File: config.mk
export PLATFORM = sky130hd
export DESIGN_NAME = ifetch_bridge
export DESIGN_NICKNAME = d
export VERILOG_FILES = /design/src/rtl/ifetch_pkg.sv /design/src/rtl/ifetch_wait_ctr.sv /design/src/rtl/ifetch_bridge.sv
export SDC_FILE = /design/constraint.sdc
export NUM_CORES = 1
export LEC_CHECK = 0
export BUFFER_PORTS_ARGS = -buffer_cell sky130_fd_sc_hd__buf_2
export CORE_MARGIN = 5
export CORE_UTILIZATION = 45
export CTS_CLUSTER_SIZE = 16
export DETAILED_ROUTE_END_ITERATION = 7
export MAX_ROUTING_LAYER = met4
export PLACE_DENSITY = 0.87
export SETUP_SLACK_MARGIN = 0.5
export SYNTH_ARGS = -nofsm -noshare
export SYNTH_HDL_FRONTEND = slang
export SYNTH_HIERARCHICAL = 1
export SYNTH_SLANG_ARGS = --single-unit
File: constraint.sdc
create_clock -name clk_i -period 3.1 [get_ports clk_i]
set_clock_uncertainty 0.05 [all_clocks]
set_input_delay 0 -clock clk_i [delete_from_list [all_inputs] [get_ports clk_i]]
set_output_delay 0 -clock clk_i [all_outputs]
set_load 0.05 [all_outputs]
File: src/rtl/ifetch_pkg.sv
// Shared definitions for the instruction-fetch bridge: FSM state encoding,
// the CPU request-size code for a word fetch and the wait-counter width.
package ifetch_pkg;

    typedef enum logic [1:0] {
        IDLE = 2'd0,
        LO   = 2'd1,
        HI   = 2'd2,
        ACK  = 2'd3
    } ifetch_state_t;

    // isiz value the CPU uses to request a 32-bit instruction word
    localparam logic [1:0] ISIZ_WORD = 2'b10;

    // Wait-state counter width; holds 0..15 extra cycles per halfword
    localparam int CTR_W = 4;

    // True when the CPU is presenting a word fetch
    function automatic logic isWordReq(input logic [1:0] isiz);
        return isiz == ISIZ_WORD;
    endfunction

endpackage

File: src/rtl/ifetch_wait_ctr.sv
// Loadable down-counter that times each external halfword access.
// It stops at zero and raises zero_o so the controller knows the
// memory data has settled and may be sampled on the next rising edge.
module ifetch_wait_ctr
    import ifetch_pkg::*;
(
    input  logic             clk_i,
    input  logic             reset_i,
    input  logic             load_i,
    input  logic [CTR_W-1:0] loadVal_i,
    input  logic             dec_i,
    output logic             zero_o
);

    logic [CTR_W-1:0] count_q;

    // Load has priority over decrement; the count never wraps below zero
    always_ff @(posedge clk_i or posedge reset_i) begin
        if (reset_i) begin
            count_q <= '0;
        end else if (load_i) begin
            count_q <= loadVal_i;
        end else if (dec_i && (count_q != '0)) begin
            count_q <= count_q - 1'b1;
        end
    end

    assign zero_o = (count_q == '0);

endmodule

File: src/rtl/ifetch_bridge.sv
// Instruction-fetch bridge: turns one 32-bit CPU fetch into two 16-bit reads
// of an asynchronous external memory, assembles the word little-endian and
// returns it with a one-cycle acknowledge.
// Optional feature: define IFETCH_LASTWORD_EN to add a one-entry last-word
// buffer so a repeated fetch of the same word is answered without touching
// the external memory.
module ifetch_bridge
    import ifetch_pkg::*;
#(
    parameter int unsigned WAIT_STATES = 1,
    parameter int unsigned MADR_W      = 24
) (
    input  logic              clk_i,
    input  logic              reset_i,
    input  logic [63:0]       iadr_i,
    input  logic [1:0]        isiz_i,
    output logic              iack_o,
    output logic [31:0]       idat_o,
    output logic [MADR_W-1:0] madr_o,
    output logic              moe_o,
    input  logic [15:0]       mdat_i
);

    localparam logic [CTR_W-1:0] WAIT_LOAD = CTR_W'(WAIT_STATES);

    ifetch_state_t     state_q, state_d;
    logic [MADR_W-1:0] madr_q, madr_d;
    logic [31:0]       idat_q, idat_d;
    logic              ctrLoad;
    logic              ctrDec;
    logic              ctrZero;
    logic              reqHit;
    logic [31:0]       hitData;

    // Address bits outside the external space and the byte offset within
    // the word do not select anything; misaligned fetches get the whole word
    logic unusedIadr;
    assign unusedIadr = ^{iadr_i[63:MADR_W], iadr_i[1:0]};

    ifetch_wait_ctr u_waitCtr (
        .clk_i     (clk_i),
        .reset_i   (reset_i),
        .load_i    (ctrLoad),
        .loadVal_i (WAIT_LOAD),
        .dec_i     (ctrDec),
        .zero_o    (ctrZero)
    );

`ifdef IFETCH_LASTWORD_EN
    logic              bufValid_q;
    logic [MADR_W-3:0] bufTag_q;
    logic [31:0]       bufData_q;
    logic              bufFill;

    assign reqHit  = bufValid_q && (bufTag_q == iadr_i[MADR_W-1:2]);
    assign hitData = bufData_q;
    // Only a fetch that completes both reads refills; aborted ones never do
    assign bufFill = (state_q == HI) && (state_d == ACK);

    // Remember the most recently assembled word and which word address it came from
    always_ff @(posedge clk_i or posedge reset_i) begin
        if (reset_i) begin
            bufValid_q <= 1'b0;
            bufTag_q   <= '0;
            bufData_q  <= '0;
        end else if (bufFill) begin
            bufValid_q <= 1'b1;
            bufTag_q   <= madr_q[MADR_W-1:2];
            bufData_q  <= idat_d;
        end
    end
`else
    assign reqHit  = 1'b0;
    assign hitData = '0;
`endif

    // State, external address and assembled word registers
    always_ff @(posedge clk_i or posedge reset_i) begin
        if (reset_i) begin
            state_q <= IDLE;
            madr_q  <= '0;
            idat_q  <= '0;
        end else begin
            state_q <= state_d;
            madr_q  <= madr_d;
            idat_q  <= idat_d;
        end
    end

    // Next-state logic: walk the low then high halfword, sampling each when
    // the wait counter has run out, and abort if the CPU withdraws its request
    always_comb begin
        state_d = state_q;
        madr_d  = madr_q;
        idat_d  = idat_q;
        ctrLoad = 1'b0;
        ctrDec  = 1'b0;
        case (state_q)
            IDLE: begin
                if (isWordReq(isiz_i)) begin
                    if (reqHit) begin
                        state_d = ACK;
                        idat_d  = hitData;
                    end else begin
                        state_d = LO;
                        madr_d  = {iadr_i[MADR_W-1:2], 2'b00};
                        ctrLoad = 1'b1;
                    end
                end
            end
            LO: begin
                if (!isWordReq(isiz_i)) begin
                    state_d = IDLE;
                end else if (ctrZero) begin
                    idat_d[15:0] = mdat_i;
                    madr_d[1]    = 1'b1;
                    ctrLoad      = 1'b1;
                    state_d      = HI;
                end else begin
                    ctrDec = 1'b1;
                end
            end
            HI: begin
                if (!isWordReq(isiz_i)) begin
                    state_d = IDLE;
                end else if (ctrZero) begin
                    idat_d[31:16] = mdat_i;
                    state_d       = ACK;
                end else begin
                    ctrDec = 1'b1;
                end
            end
            ACK: begin
                state_d = IDLE;
            end
            default: begin
                state_d = IDLE;
            end
        endcase
    end

    assign iack_o = (state_q == ACK);
    assign moe_o  = (state_q == LO) || (state_q == HI);
    assign madr_o = madr_q;
    assign idat_o = idat_q;

endmodule

# ---- Word-level counts from Yosys, hierarchy flattened
# Cells that the tools add are included.
dict set report word_totals {
  elab_cells 48
  in_bits 84
  out_inout_bits 58
  regBits 61
}
dict set report op_classes {
  eq_ne 9
  mux 19
  n_addsub 1
  reduce_logical 13
}
# op count
set op_table {}
lappend op_table {{$mux 2} 6}
lappend op_table {{$reduce_and 3->1} 3}
lappend op_table {{$mux 1} 8}
lappend op_table {{$mux 4} 2}
lappend op_table {{$pmux 2 s4} 1}
lappend op_table {{$eq 2x2->1 const B} 3}
lappend op_table {{$ne 2x2->1 const B} 3}
lappend op_table {{$ne 3x3->1 const B} 2}
lappend op_table {{$logic_not 4->1} 1}
lappend op_table {{$pmux 1 s2} 2}
lappend op_table {{$reduce_and 4->1} 1}
lappend op_table {{$reduce_bool 2->1} 2}
lappend op_table {{$reduce_bool 4->1} 1}
lappend op_table {{$sub 4x1->4 const B} 1}
lappend op_table {{$eq 2x1->1 const B} 1}
lappend op_table {{$logic_not 2->1} 1}
lappend op_table {{$reduce_and 2->1} 1}
lappend op_table {{$reduce_or 2->1} 1}
lappend op_table {{$logic_and 1x1->1} 1}
lappend op_table {{$logic_or 1x1->1} 1}

# ---- Logic depth before layout (Yosys ltp)
dict set report logic_depth {
  word_depth 7
  ltp_mapped 9
  ltp_nobuf 8
}

# ---- By module
# Netlist, hierarchy kept.
# mod cells_per_inst area_per_inst_um2 instances seq_area_each_um2
set modules_own_cells {}
lappend modules_own_cells {ifetch_bridge 146 2382.3 1 1426.4}
lappend modules_own_cells {ifetch_wait_ctr 28 261.5 1 100.1}

# ---- Worst setup path after synthesis
# OpenSTA, ideal clock, no wires.
dict set report synth_path {
  path_type {flip-flop to flip-flop}
  start {register u_waitCtr.count_q[0]}
  end {register u_waitCtr.count_q[3]}
  stages_incl_launch_ff 10
  synth_period_minus_slack_ps 2172
  path_buffers 1
  arrival_time_ps 1996
  setup_slack_ps 928
  t_required_ps 2924
  setup_ps 126
  path_cell_list {dfrtp_1 > inv_1 > ha_1 > or3b_4 > inv_1 > nand3_1 > nand2_1 > clkbuf_1 > nor3_1 > a221o_1}
}
dict set report synth_between {
  word_cells_on_any_way 13
  cone_classes {1 x add/sub; 8 x mux; 4 x reduce/logical}
}
# item line_no
set synth_rtl {}
lappend synth_rtl {{start: declaration} ifetch_wait_ctr.sv:15} ;# logic [CTR_W-1:0] count_q;
lappend synth_rtl {{start signal: assignment} ifetch_wait_ctr.sv:22} ;# count_q <= loadVal_i;
lappend synth_rtl {{start signal: assignment} ifetch_wait_ctr.sv:24} ;# count_q <= count_q - 1'b1;
lappend synth_rtl {{$logic_not 4->1 *} ifetch_wait_ctr.sv:28} ;# assign zero_o = (count_q == '0);
lappend synth_rtl {{named net ctrZero} ifetch_bridge.sv:31} ;# logic ctrZero;
lappend synth_rtl {{$mux 1 *} ifetch_bridge.sv:114} ;# end else if (ctrZero) begin
lappend synth_rtl {{$mux 1 *} ifetch_bridge.sv:112} ;# if (!isWordReq(isiz_i)) begin
lappend synth_rtl {{$pmux 1 s2 *} ifetch_bridge.sv:98} ;# case (state_q)
lappend synth_rtl {{named net ctrLoad} ifetch_bridge.sv:29} ;# logic ctrLoad;
lappend synth_rtl {{$mux 4 / $reduce_bool 2->1 (equally long branches)} n/a}
# The timed path passes the listed nets; every way through them passes the cells marked *. The select of a mux whose other input is x is not followed.
# A chain may end at the register's enable or synchronous reset.

# ---- Worst setup path in the final report
# Ends and elaborated chain as after synthesis.

==> results.sh <==
export IMPL_status="complete, no violations"
export IMPL_synthCells=174
export IMPL_r2r_cells=8
export IMPL_grt_max_degree=58
export IMPL_route_detailed_drc=0
export IMPL_clockBufferDepth=2
export IMPL_area_growth_pct=44.30
export IMPL_worstSetupPathType="reg -> reg"
export IMPL_setup_violations=0
export IMPL_wl_mm=6.164
export IMPL_root_buffer="clkbuf_8"
export IMPL_post_cts_buffers=0
export IMPL_drtIter0Drc=43
export IMPL_clk_latency_ps=330
export IMPL_hp_class="in -> async"
export IMPL_setup_tns_ps=0
export IMPL_total_power_mw=4.155
export IMPL_slew_headroom_pct=62.76
export IMPL_core_mm2=0.005816
export IMPL_fillers=438
export IMPL_io_pins=142
export IMPL_vdd_ir_drop_worst_mv=0.6728
export IMPL_drive_above_1_share_pct=54.01
export IMPL_track_usage_pct=18.00
export IMPL_die_area_mm2=0.007508
export IMPL_syn_area_mm2=0.002644
export IMPL_routed_via_density=4.852
export IMPL_fin_crit_ps=2315
export IMPL_final_antenna_net_count=0
export IMPL_detailed_place_hpwl_mm=3.929
export IMPL_ys_warn_count=6
export IMPL_wl_per_cell_um=15.45
export IMPL_start_kind="flip-flop"
export IMPL_tritoncts="built"
export IMPL_slew_viol_final=0
export IMPL_p_per_area_mw_per_mm2=1089
export IMPL_antenna_found_initial=0
export IMPL_grt_overflow_total=0
export IMPL_synth_distinct_cells=34
export IMPL_synth_area_leaders="dfrtp_1 58%, mux2_2 14%, mux2_4 11%"
export IMPL_required_ps=3250
export IMPL_r2r_start="u_waitCtr/count_q[0]$_DFFE_PP0P_"
export IMPL_cts_buffers=9
export IMPL_dr_pass1_iters=4
export IMPL_cts_resized=0
export IMPL_final_hold_viol_count=0
export IMPL_grt_pass1_wl_mm=9.984
export IMPL_yosysTopAreaCellShare_pct=57.74
export IMPL_p_leak_nw=2.038
export IMPL_dp_slack_ps=813.6
export IMPL_cp_end_kind="flip-flop"
export IMPL_start_util_pct=45.46
export IMPL_cts_sinks=61
export IMPL_drv_cap=0
export IMPL_tightest_slew_ps=557.8
export IMPL_synth_edff_count=0
export IMPL_yosys_most_used_dff="dfrtp_1"
export IMPL_crit_arrival_ps=2460
export IMPL_layout_setup_ws_ps=784.7
export IMPL_cp_max_fo=9
export IMPL_layout_common_cells="98 x buf_2, 61 x dfrtp_1, 39 x dlygate4sd3_1"
export IMPL_grt_pass1_vias=2107
export IMPL_core_rowCount=28
export IMPL_synth_area_leader_cell="dfrtp_1"
export IMPL_fmax_mhz=431.9
export IMPL_port_buffers=98
export IMPL_rsz0062_at_grt="false"
export IMPL_final_common_cell="buf_2"
export IMPL_die_x_um=86.65
export IMPL_n_antenna_cell=0
export IMPL_gp_congestion=0.7548
export IMPL_seq_area_frac_synth_pct=57.74
export IMPL_die_h_um=86.65
export IMPL_reg2reg_to="u_waitCtr/count_q[3]$_DFFE_PP0P_"
export IMPL_r2r_slack_ps=780
export IMPL_fin_crit_sh_pct=74.69
export IMPL_synthArstFlopShare_pct=100.0
export IMPL_hold_buffers=39
export IMPL_avgSynthCellArea_um2=15.19
export IMPL_path_clk_slew_ps=60
export IMPL_ys_ff_latch=61
export IMPL_nets=410
export IMPL_htree_levels=3
export IMPL_via_count=1936
sequential cells by signal, indices dropped and copies added (netlist names):
signal / cells
u_waitCtr/count_q: 4
madr_o: 23
idat_o: 32
state_q: 2
per-layer routing:
layer | vias to the layer above | track usage (%) | share of wire [%]
li1 | 895 | - | -
met1 | 953 | 19.93 | 40
met3 | 12 | 2.567 | 6.3
met2 | 76 | 31.50 | 52
met5 | - | - | 0
met4 | 0 | 9.065 | 2.2
worst max-delay path: stages (launching register included):
cell and delay, ps:
dfrtp_1 380, inv_1 110, ha_1 210, or3b_4 420
inv_1 230, nand3_1 110, nand2_1 270, nor3_1 80
a221o_1 330
stage by stage:
step / hold WS [ps] / utilization [%] / instance area (µm²) / cells
after global routing: 91.23 / 65.60 / 3815 / 399
after floorplan: -283.9 / - / 2655 / 177
final: 69.07 / 65.60 / 3815 / 399
after CTS: 53.31 / 65.25 / 3795 / 398
after global placement: -144.5 / 54.88 / 3192 / 344
after detailed placement: -142.7 / 54.88 / 3192 / 344
cells by family after synthesis:
| logic type | after synthesis | synth area share [%] |
|---|---|---|
| muxes | 55 | 26.22 |
| buffers and inverters | 15 | 3.218 |
| AOI/OAI and AO/OA | 16 | 3.834 |
| adders and majority gates | 6 | 2.839 |
| other | 2 | 0.2841 |
| and+or+nand+nor | 19 | 5.868 |
| DFF | 61 | 57.74 |
where the power goes:
group	switching, mW	total [mW]	internal (mW)
combinational	1.48	2.10	0.625
sequential	0.182	1.30	1.12
clock	0.286	0.752	0.466
total	1.94	4.15	2.21
final cells by class:
cell class                      count  area [µm²]  share of cell area (%)
Inverter                            8       30.03                  0.7871
Timing Repair Buffer              139       908.4                   23.81
Clock inverter                      5       75.07                   1.968
Multi-Input combinational cell    101        1044                   27.35
Sequential cell                    61        1526                   40.01
Clock buffer                       10       137.6                   3.608
Tap cell                           75       93.84                   2.460
cells in the mapped netlist (all sizes together), types with 2 or more instances:
| cell | count |
|---|---|
| nand2 | 5 |
| a21oi | 5 |
| dfrtp | 61 |
| conb | 2 |
| o21ai | 5 |
| inv | 8 |
| ha | 6 |
| mux2 | 54 |
| nand3 | 3 |
| buf | 6 |
worst max path at each step:
stage / start / endpoint / slack, ps / cells after the start
2_1_floorplan: u_waitCtr/count_q[0]$_DFFE_PP0P_ / u_waitCtr/count_q[3]$_DFFE_PP0P_ / 930 / 9
3_3_place_gp: u_waitCtr/count_q[0]$_DFFE_PP0P_ / u_waitCtr/count_q[3]$_DFFE_PP0P_ / 850 / 7
3_5_place_dp: u_waitCtr/count_q[0]$_DFFE_PP0P_ / u_waitCtr/count_q[3]$_DFFE_PP0P_ / 810 / 7
4_1_cts: u_waitCtr/count_q[0]$_DFFE_PP0P_ / u_waitCtr/count_q[3]$_DFFE_PP0P_ / 790 / 8
5_1_grt: u_waitCtr/count_q[0]$_DFFE_PP0P_ / u_waitCtr/count_q[3]$_DFFE_PP0P_ / 640 / 8
6_report: u_waitCtr/count_q[0]$_DFFE_PP0P_ / u_waitCtr/count_q[3]$_DFFE_PP0P_ / 780 / 8
(Power assumes the default switching activity.)
